[src/rtl/cnn_stage_sequencer.sv]
// cnn_stage_sequencer: flushes the CNN chain, then releases each stage in order on the
// previous stage's done flag, with a per-stage watchdog, class latch and latency capture.
module cnn_stage_sequencer #(
    parameter int NUM_STAGES     = 5,
    parameter int FLUSH_CYCLES   = 2,
    parameter int LAST_LAT       = 2,
    parameter int TIMEOUT_CYCLES = 4096,
    parameter int TMO_W          = 16,
    parameter int LAT_W          = 20,
    parameter int CLASS_W        = 4
) (
    input  logic                  clk,
    input  logic                  reset,
    input  logic                  start,
    input  logic                  abort,
    input  logic [NUM_STAGES-2:0] stage_done,
    input  logic [CLASS_W-1:0]    class_in,
    output logic [NUM_STAGES-1:0] stage_rst_n,
    output logic                  busy,
    output logic                  done,
    output logic [CLASS_W-1:0]    class_out,
    output logic                  timeout_err,
    output logic [2:0]            err_stage,
    output logic [2:0]            cur_stage,
    output logic [LAT_W-1:0]      latency
);
    localparam logic [2:0] S_IDLE  = 3'd0;
    localparam logic [2:0] S_FLUSH = 3'd1;
    localparam logic [2:0] S_RUN   = 3'd2;
    localparam logic [2:0] S_TAIL  = 3'd3;
    localparam logic [2:0] S_ERR   = 3'd4;

    logic [2:0]            state_q, state_d;
    logic [2:0]            idx_q, idx_d;
    logic [TMO_W-1:0]      cnt_q, cnt_d;
    logic [NUM_STAGES-1:0] rst_n_q, rst_n_d;
    logic                  busy_q, busy_d;
    logic                  done_q, done_d;
    logic [CLASS_W-1:0]    class_q, class_d;
    logic                  tmo_q, tmo_d;
    logic [2:0]            err_q, err_d;
    logic [LAT_W-1:0]      lat_q, lat_d;
    logic [LAT_W-1:0]      latency_q, latency_d;
    logic [LAT_W-1:0]      lat_nxt;
    logic                  done_hit;

    // only the awaited stage's done flag matters; the rest are masked off
    assign done_hit = |(stage_done & ((NUM_STAGES-1)'(1) << idx_q));
    assign lat_nxt  = (&lat_q) ? lat_q : lat_q + LAT_W'(1);

    always_comb begin
        state_d   = state_q;
        idx_d     = idx_q;
        cnt_d     = cnt_q;
        rst_n_d   = rst_n_q;
        busy_d    = busy_q;
        done_d    = 1'b0;
        class_d   = class_q;
        tmo_d     = tmo_q;
        err_d     = err_q;
        lat_d     = busy_q ? lat_nxt : lat_q;
        latency_d = latency_q;
        if (abort) begin
            state_d = S_IDLE;
            idx_d   = '0;
            rst_n_d = '0;
            busy_d  = 1'b0;
        end else begin
            case (state_q)
                S_IDLE, S_ERR: if (start) begin
                    state_d = S_FLUSH;
                    busy_d  = 1'b1;
                    tmo_d   = 1'b0;
                    err_d   = '0;
                    lat_d   = '0;
                    cnt_d   = '0;
                end
                S_FLUSH: if (cnt_q == TMO_W'(FLUSH_CYCLES-1)) begin
                    state_d = S_RUN;
                    idx_d   = '0;
                    cnt_d   = '0;
                    rst_n_d = NUM_STAGES'(1);
                end else begin
                    cnt_d = cnt_q + TMO_W'(1);
                end
                S_RUN: if (done_hit) begin
                    rst_n_d = rst_n_q | (NUM_STAGES'(2) << idx_q);
                    idx_d   = idx_q + 3'd1;
                    cnt_d   = '0;
                    state_d = (idx_q == 3'(NUM_STAGES-2)) ? S_TAIL : S_RUN;
                end else if (cnt_q == TMO_W'(TIMEOUT_CYCLES-1)) begin
                    state_d = S_ERR;
                    tmo_d   = 1'b1;
                    err_d   = idx_q;
                    idx_d   = '0;
                    rst_n_d = '0;
                    busy_d  = 1'b0;
                end else begin
                    cnt_d = cnt_q + TMO_W'(1);
                end
                S_TAIL: if (cnt_q == TMO_W'(LAST_LAT-1)) begin
                    state_d   = S_IDLE;
                    idx_d     = '0;
                    class_d   = class_in;
                    done_d    = 1'b1;
                    latency_d = lat_nxt;
                    rst_n_d   = '0;
                    busy_d    = 1'b0;
                end else begin
                    cnt_d = cnt_q + TMO_W'(1);
                end
                default: state_d = S_IDLE;
            endcase
        end
    end

    always_ff @(posedge clk or negedge reset) begin
        if (!reset) begin
            state_q   <= S_IDLE;
            idx_q     <= '0;
            cnt_q     <= '0;
            rst_n_q   <= '0;
            busy_q    <= 1'b0;
            done_q    <= 1'b0;
            class_q   <= '0;
            tmo_q     <= 1'b0;
            err_q     <= '0;
            lat_q     <= '0;
            latency_q <= '0;
        end else begin
            state_q   <= state_d;
            idx_q     <= idx_d;
            cnt_q     <= cnt_d;
            rst_n_q   <= rst_n_d;
            busy_q    <= busy_d;
            done_q    <= done_d;
            class_q   <= class_d;
            tmo_q     <= tmo_d;
            err_q     <= err_d;
            lat_q     <= lat_d;
            latency_q <= latency_d;
        end
    end

    assign stage_rst_n = rst_n_q;
    assign busy        = busy_q;
    assign done        = done_q;
    assign class_out   = class_q;
    assign timeout_err = tmo_q;
    assign err_stage   = err_q;
    assign cur_stage   = idx_q;
    assign latency     = latency_q;
endmodule
[config.mk]
export PLATFORM = sky130hd
export DESIGN_NAME = cnn_stage_sequencer
export DESIGN_NICKNAME = d
export VERILOG_FILES = /design/src/rtl/cnn_stage_sequencer.sv
export SDC_FILE = /design/constraint.sdc
export NUM_CORES = 1
export LEC_CHECK = 0
export CORE_MARGIN = 8
export CORE_UTILIZATION = 45
export CTS_BUF_LIST = sky130_fd_sc_hd__clkbuf_16
export CTS_CLUSTER_DIAMETER = 100
export CTS_CLUSTER_SIZE = 28
export DETAILED_ROUTE_END_ITERATION = 12
export PLACE_DENSITY = 0.73
export SYNTH_ARGS = -nofsm -noshare
export SYNTH_HDL_FRONTEND = slang
export SYNTH_SLANG_ARGS = --single-unit
[constraint.sdc]
create_clock -name clk -period 3.2 [get_ports clk]
set_clock_uncertainty 0.2 [all_clocks]
set_input_delay 0.64 -clock clk [delete_from_list [all_inputs] [get_ports clk]]
set_output_delay 0.64 -clock clk [all_outputs]
set_load 0.01 [all_outputs]
==> results.sh, run 1 <==
export IMPL_status="finished, final reports clean"
export IMPL_max_stage_delay_ns=0.76
export IMPL_place_ws_ns=0.1349
export IMPL_num_fill_cells=858
export IMPL_io_buffers=49
export IMPL_synth_edff_count=0
export IMPL_met3_usage_pct=3.903
export IMPL_first_pass_iters=4
export IMPL_post_cts_resize_count=0
export IMPL_insertion_delay_ns=0.34
export IMPL_fmax_ghz=0.3639
export IMPL_leakage_nw=2.162
export IMPL_overflow=0
export IMPL_clk_path_buf_depth=2
export IMPL_dp_hpwl_mm=7.050
export IMPL_netlist_top_cells_area="dfrtp_1 44%, xnor2_1 5.9%, nand2_1 4.7%"
export IMPL_relSlewSlack_pct=35.33
export IMPL_initial_core_util_pct=45.39
export IMPL_syn_inst=462
export IMPL_area_growth_pct=22.11
export IMPL_hold_class="input port to asynchronous set/reset pin"
export IMPL_antenna_found_initial=0
export IMPL_place_area_um2=4970
export IMPL_final_nets=529
export IMPL_synth_commonest_cells="77 x dfrtp_1, 54 x nand2_1, 31 x nor2_1"
export IMPL_worst_path_max_fanout=11
export IMPL_rsz0062_at_grt="false"
export IMPL_synth_largest_area_cell="dfrtp_1"
export IMPL_synth_most_common_cell="dfrtp_1"
export IMPL_p_switching_mw=0.8870
export IMPL_fin_setup_tns_ns=0
export IMPL_grt_usage_pct=16.58
export IMPL_p_int_mw=2.076
export IMPL_p_seq_share_pct=40.0
export IMPL_ant_nets=0
export IMPL_die_y_um=114.1
export IMPL_powerDensity_nw_per_um2=559.9
export IMPL_ys_flop_type="dfrtp_1"
export IMPL_dp_cells=631
export IMPL_post_route_min_period_ns=2.748
export IMPL_drc=0
export IMPL_wl_mm=10.12
export IMPL_ys_warn_count=0
export IMPL_worstPathRequired_ns=3.23
export IMPL_grt_max_degree=78
export IMPL_core_area_um2=9549
export IMPL_drt_iter0_drc=247
export IMPL_htree_levels=3
export IMPL_final_cells=647
export IMPL_finalSetupViolCount=0
export IMPL_cts_buffers=9
export IMPL_timing_hold_ws_ns=0.2511
export IMPL_critPathKind="flop to flop"
export IMPL_synth_top_area_share_pct=44.46
export IMPL_wl_per_cell_um=15.64
export IMPL_finalCritPeriodShare_pct=85.88
export IMPL_cts_tree="done"
export IMPL_seq_area_frac_synth_pct=44.46
export IMPL_die_area_um2=13030
export IMPL_cp_slowest_cell="a2bb2oi_1"
export IMPL_final_seq_area_um2=1927
export IMPL_fin_ws_ns=0.4519
export IMPL_first_global_vias=3696
export IMPL_dieWidth_um=114.1
export IMPL_ir_drop_mv=0.2841
export IMPL_switching_share_pct=29.94
export IMPL_io_pins=50
export IMPL_slew_violations=0
export IMPL_crit_chain="ha_1 -> ha_1 -> nand2_1 -> nand2_1 -> a2bb2oi_1 -> o31ai_2 -> a22o_1"
export IMPL_combPwrFrac_pct=22.8
export IMPL_cts_setup_buffers=0
export IMPL_gp_congestion=0.8543
export IMPL_busiest_layer="met2"
export IMPL_cts_num_sinks=77
export IMPL_endpoint_kind="flop"
export IMPL_cts_hold_fix_buffers=0
export IMPL_synth_nets=482
export IMPL_diodes=0
export IMPL_tightest_slew_ns=0.9701
export IMPL_multi_input_area_um2=2246
export IMPL_cts_clk_slew_worst_paths_ns=0.06
export IMPL_vias_per_cell=5.603
export IMPL_start_kind="flop"
export IMPL_cp_arrival_ns=2.77
export IMPL_synthesis_area_um2=4334
export IMPL_placementRows=36
export IMPL_met2_usage_pct=26.26
export IMPL_hold_viol_final=0
export IMPL_synthArstFlopShare_pct=100.0
export IMPL_synth_avg_cell_area_um2=9.381
export IMPL_clkPwrFrac_pct=37.2
export IMPL_grt_util_met1_pct=20.85
export IMPL_grt_pass1_wl_mm=17.55
export IMPL_synth_cell_types=61
export IMPL_drive_above_1_share_pct=8.171
export IMPL_postLayoutCellArea_um2=5293
export IMPL_max_cap_viol_count=0
export IMPL_cts_root_buf="clkbuf_16"
export IMPL_vias=3625
export IMPL_synth_ff_latch_count=77
==> worst max-delay path: cells and delay by family, from the launching register on <==
kind	cells	cell delay (ns)
adders and majority gates	2	0.40
DFF	1	0.46
AOI/OAI and AO/OA	3	1.32
and+or+nand+nor	2	0.24
==> stage by stage <==
stage,total power [mW],util [%]
after floorplan,1.594,-
after global placement,1.860,52.04
after detailed placement,1.881,52.04
after CTS,2.985,55.42
after global routing,3.124,55.42
final,2.963,55.42
==> cell families after synthesis <==
logic type,Yosys count,synth area share [%]
AND/OR/NAND/NOR,192,24.83
flip-flops,77,44.46
adder cells (fa/ha/maj),8,2.310
buffers and inverters,39,3.868
AO/OA/AOI/OAI,109,16.89
XOR/XNOR,31,6.264
multiplexers,6,1.386
==> power groups by stage <==
stage | sequential, mW | clock [mW] | combinational (mW)
4_1_cts | 1.18 | 1.12 | 0.683
5_1_grt | 1.20 | 1.16 | 0.759
2_1_floorplan | 1.21 | 0 | 0.385
3_5_place_dp | 1.20 | 0 | 0.679
6_report | 1.18 | 1.10 | 0.675
3_3_place_gp | 1.20 | 0 | 0.663
==> cells in the final DEF, fill, tap and decap left out, types with 3 or more instances in the layout <==
cell and instances:
inv_1 14, a21oi_1 26, xnor2_1 29, ha_1 8
o31ai_1 12, nor2_1 31, nor2b_1 3, o22a_1 3
a2111oi_0 3, clkbuf_16 9, o21ai_0 28, nor3_1 10
and3_1 6, or4_1 10, or2_2 3, or3_1 7
a211oi_1 9, a31oi_1 4, nor4_1 6, nand2_1 54
clkdlybuf4s50_1 48, and4_1 5, buf_4 13, nand4_1 15
dfrtp_1 77, nand3_1 15, a21o_1 4, nor3b_1 3
and2_1 7, mux2i_1 6
==> final timing paths <==
kind                         startpoint      endpoint  slack [ns]  cells after the start
setup / recovery           cur_stage[0]  cur_stage[1]        0.45                      7
hold / removal                    reset  cur_stage[1]        0.25                      1
setup reg to reg           cur_stage[0]  cur_stage[1]        0.45                      7
hold reg to reg            class_out[3]  class_out[3]        0.27                      2
max in group asynchronous         reset   latency[18]        1.92                      1
min in group clk           class_out[3]  class_out[3]        0.27                      2
==> cell type report <==
type / instances / area share (%)
inverter: 14 / 0.9929
multi-input combinational: 346 / 42.43
clock buffer: 9 / 4.255
tap: 133 / 3.144
clock inverter: 7 / 1.844
timing repair buffer: 61 / 10.92
sequential: 77 / 36.41
==> routing by layer <==
| layer | vias up | wire length, um |
|---|---|---|
| met5 | - | 0 |
| met4 | 0 | 201 |
| met3 | 16 | 532 |
| met2 | 88 | 4744 |
| met1 | 1735 | 4642 |
| li1 | 1786 | - |
==> registers in the layout, summed over array words and instances, names as in the netlist <==
register and flops:
busy 1, class_out 4, cnt_q 16, cur_stage 3
done 1, err_stage 3, lat_q 20, latency 20
stage_rst_n 5, state_q 3, timeout_err 1
(Power assumes the default switching activity.)
==> inputs of run 2 (changes only) <==
--- a/config.mk
+++ b/config.mk
@@ -5,6 +5,7 @@
 export SDC_FILE = /design/constraint.sdc
 export NUM_CORES = 1
 export LEC_CHECK = 0
+export ABC_AREA = 1
 export CORE_MARGIN = 8
 export CORE_UTILIZATION = 45
 export CTS_BUF_LIST = sky130_fd_sc_hd__clkbuf_16
@@ -12,6 +13,7 @@
 export CTS_CLUSTER_SIZE = 28
 export DETAILED_ROUTE_END_ITERATION = 12
 export PLACE_DENSITY = 0.73
+export SLEW_MARGIN = 20
 export SYNTH_ARGS = -nofsm -noshare
 export SYNTH_HDL_FRONTEND = slang
 export SYNTH_SLANG_ARGS = --single-unit
==> constraint.sdc (replaced) <==
create_clock -name clk -period 2.85 [get_ports clk]
set_clock_uncertainty 0.2 [all_clocks]
set_input_delay 0.57 -clock clk [delete_from_list [all_inputs] [get_ports clk]]
set_output_delay 0.57 -clock clk [all_outputs]
set_load 0.01 [all_outputs]
==> results.sh, run 2 <==
export IMPL_critPathTopFamily="flip-flops"
export IMPL_clk_path_buf_depth=2
export IMPL_worst_path_max_fanout=12
export IMPL_timing_rr_end="cnt_q[3]"
export IMPL_ff2ff_path_depth=9
export IMPL_initial_core_util_pct=45.79
export IMPL_first_global_vias=4494
export IMPL_final_nets=729
export IMPL_post_route_min_period_ns=2.369
export IMPL_cts_num_sinks=77
export IMPL_slew_violations=0
export IMPL_wl_met3_um=841
export IMPL_synth_cell_types=34
export IMPL_worstPathRequired_ns=2.08
export IMPL_dieWidth_um=118.0
export IMPL_syn_inst=656
export IMPL_placementRows=37
export IMPL_fin_ws_ns=0.4810
export IMPL_ir_drop_mv=0.5112
export IMPL_synthArstFlopShare_pct=100.0
export IMPL_cts_setup_buffers=0
export IMPL_io_pins=50
export IMPL_synth_top_area_share_pct=41.13
export IMPL_status="finished, final reports clean"
export IMPL_htree_levels=3
export IMPL_start_kind="flop"
export IMPL_cts_root_buf="clkbuf_16"
export IMPL_finalCritPeriodShare_pct=83.12
export IMPL_die_y_um=118.0
export IMPL_max_cap_viol_count=0
export IMPL_synthesis_area_um2=4684
export IMPL_fin_setup_tns_ns=0
export IMPL_worst_path_buf_inv=1
export IMPL_finalSetupViolCount=0
export IMPL_cts_buffers=9
export IMPL_hold_viol_final=0
export IMPL_rrSetupSlack_ns=0.55
export IMPL_synth_ff_latch_count=77
export IMPL_first_pass_iters=5
export IMPL_cts_tree="done"
export IMPL_critPathKind="flop to output port"
export IMPL_fmax_ghz=0.4221
export IMPL_ys_flop_type="dfrtp_1"
export IMPL_synth_edff_count=0
export IMPL_grt_pass1_wl_mm=20.97
export IMPL_endpoint_kind="output port"
export IMPL_ys_warn_count=0
export IMPL_grt_max_degree=44
export IMPL_die_area_um2=13930
export IMPL_wl_per_cell_um=14.32
export IMPL_place_ws_ns=0.4938
export IMPL_cts_hold_fix_buffers=0
export IMPL_synth_nets=676
export IMPL_synth_commonest_cells="210 x nand2_1, 79 x inv_1, 77 x dfrtp_1"
export IMPL_tightest_slew_ns=0.5692
export IMPL_synth_most_common_cell="nand2_1"
export IMPL_drc=0
export IMPL_max_stage_delay_ns=0.63
export IMPL_cp_arrival_ns=1.60
export IMPL_drt_iter0_drc=392
export IMPL_vias=4507
export IMPL_maxUsedRoutingLayer="met4"
export IMPL_netlist_top_cells_area="dfrtp_1 41%, nand2_1 17%, nand3_1 6.8%"
export IMPL_seq_area_frac_synth_pct=41.13
export IMPL_final_cell_mix="210 x nand2_1, 79 x inv_1, 77 x dfrtp_1"
export IMPL_insertion_delay_ns=0.33
export IMPL_vias_per_cell=5.302
export IMPL_crit_chain="clkdlybuf4s50_1"
export IMPL_r2r_start="state_q[2]"
export IMPL_dp_hpwl_mm=8.681
export IMPL_synth_avg_cell_area_um2=7.141
export IMPL_cp_slowest_cell="dfrtp_1"
export IMPL_drive_above_1_share_pct=8.123
export IMPL_route_layer_met1_wl_mm=5.157
export IMPL_gp_congestion=0.9017
export IMPL_synth_largest_area_cell="dfrtp_1"
export IMPL_leakage_nw=2.772
export IMPL_hold_class="input port to asynchronous set/reset pin"
export IMPL_post_cts_resize_count=0
export IMPL_final_common_cell="nand2_1"
export IMPL_ant_nets=0
export IMPL_cts_clk_slew_worst_paths_ns=0.07
export IMPL_wl_met2_mm=6.008
export IMPL_cp_startpoint="busy"
export IMPL_grt_usage_pct=17.84
export IMPL_powerDensity_nw_per_um2=914.3
export IMPL_area_growth_pct=19.55
export IMPL_relSlewSlack_pct=62.05
export IMPL_antenna_found_initial=0
export IMPL_overflow=0
export IMPL_rsz0062_at_grt="false"
export IMPL_io_buffers=49
export IMPL_diodes=0
export IMPL_core_area_um2=10230
export IMPL_wl_mm=12.17
-- run 2: cell count changes after synthesis, sizes merged, moves of 8 or more --
cell	previous run	this run
o31ai	14	1
o211ai	2	10
a211oi	9	0
o21ai	29	38
nand2	54	214
nand3	15	69
nor2	31	78
xnor2	29	1
clkbuf	17	5
inv	14	87
a21oi	26	13
or4	10	0
and2	8	0
nor4	10	0
-- run 2: cells by family after synthesis --
kind of cell / after synthesis / share of synthesized area [%]
xor gates and xnor gates: 9 / 1.683
buffers and inverters: 105 / 9.455
adders and majority gates: 8 / 2.137
AOI/OAI and AO/OA: 72 / 8.948
DFF: 77 / 41.13
and+or+nand+nor: 385 / 36.65
-- run 2: area by class of cell --
cell class                      instances  area, um^2
Inverter                               90       337.8
Clock inverter                          7       65.06
Tap cell                              136       170.2
Clock buffer                            9       225.2
Fill cell                             974        4631
Sequential cell                        77        1927
Timing Repair Buffer                   57       560.5
Multi-Input combinational cell        474        2315
-- run 2: report_power, final --
group | switching (mW) | internal (mW) | total [mW]
Combinational | 1.33 | 0.866 | 2.19
Clock | 0.468 | 0.674 | 1.14
Sequential | 0.329 | 1.46 | 1.79
Total | 2.12 | 3.00 | 5.12
-- run 2: how the worst max path moves through the flow --
| stage | slack (ns) | depth (start not counted) | to |
|---|---|---|---|
| after floorplan | 0.84 | 11 | cnt_q[5] |
| after global placement | 0.52 | 7 | cnt_q[1] |
| after detailed placement | 0.49 | 7 | cnt_q[2] |
| after CTS | 0.49 | 1 | busy |
| after global routing | 0.35 | 10 | lat_q[0] |
| final | 0.48 | 1 | busy |
-- run 2: worst reg2reg max path, cell delays in order, from the launching register on --
cell     delay [ns]
dfrtp_1        0.44
nor2_4         0.30
inv_2          0.13
nor2_4         0.38
nand2_2        0.17
nor2_4         0.17
nor2_4         0.08
buf_4          0.18
nand2_1        0.06
o21ai_0        0.07
-- run 2: metal layers --
layer,track usage (%),vias to the layer above
met3,4.365,18
li1,-,2209
met4,5.284,0
met2,31.26,160
met1,21.07,2120
met5,0,-
-- run 2: stage by stage --
step                std cells  power (mW)  hold WS (ns)  util (%)  area, um^2
CTS                       850       5.145       0.05697     54.74        5600
floorplan                 656       3.136       0.07441         -        4684
global placement          834       3.912        0.2548     51.90        5310
detailed placement        834       3.972        0.2657     51.90        5310
global route              850       5.512       0.08282     54.74        5600
finish                    850       5.120       0.02760     54.74        5600
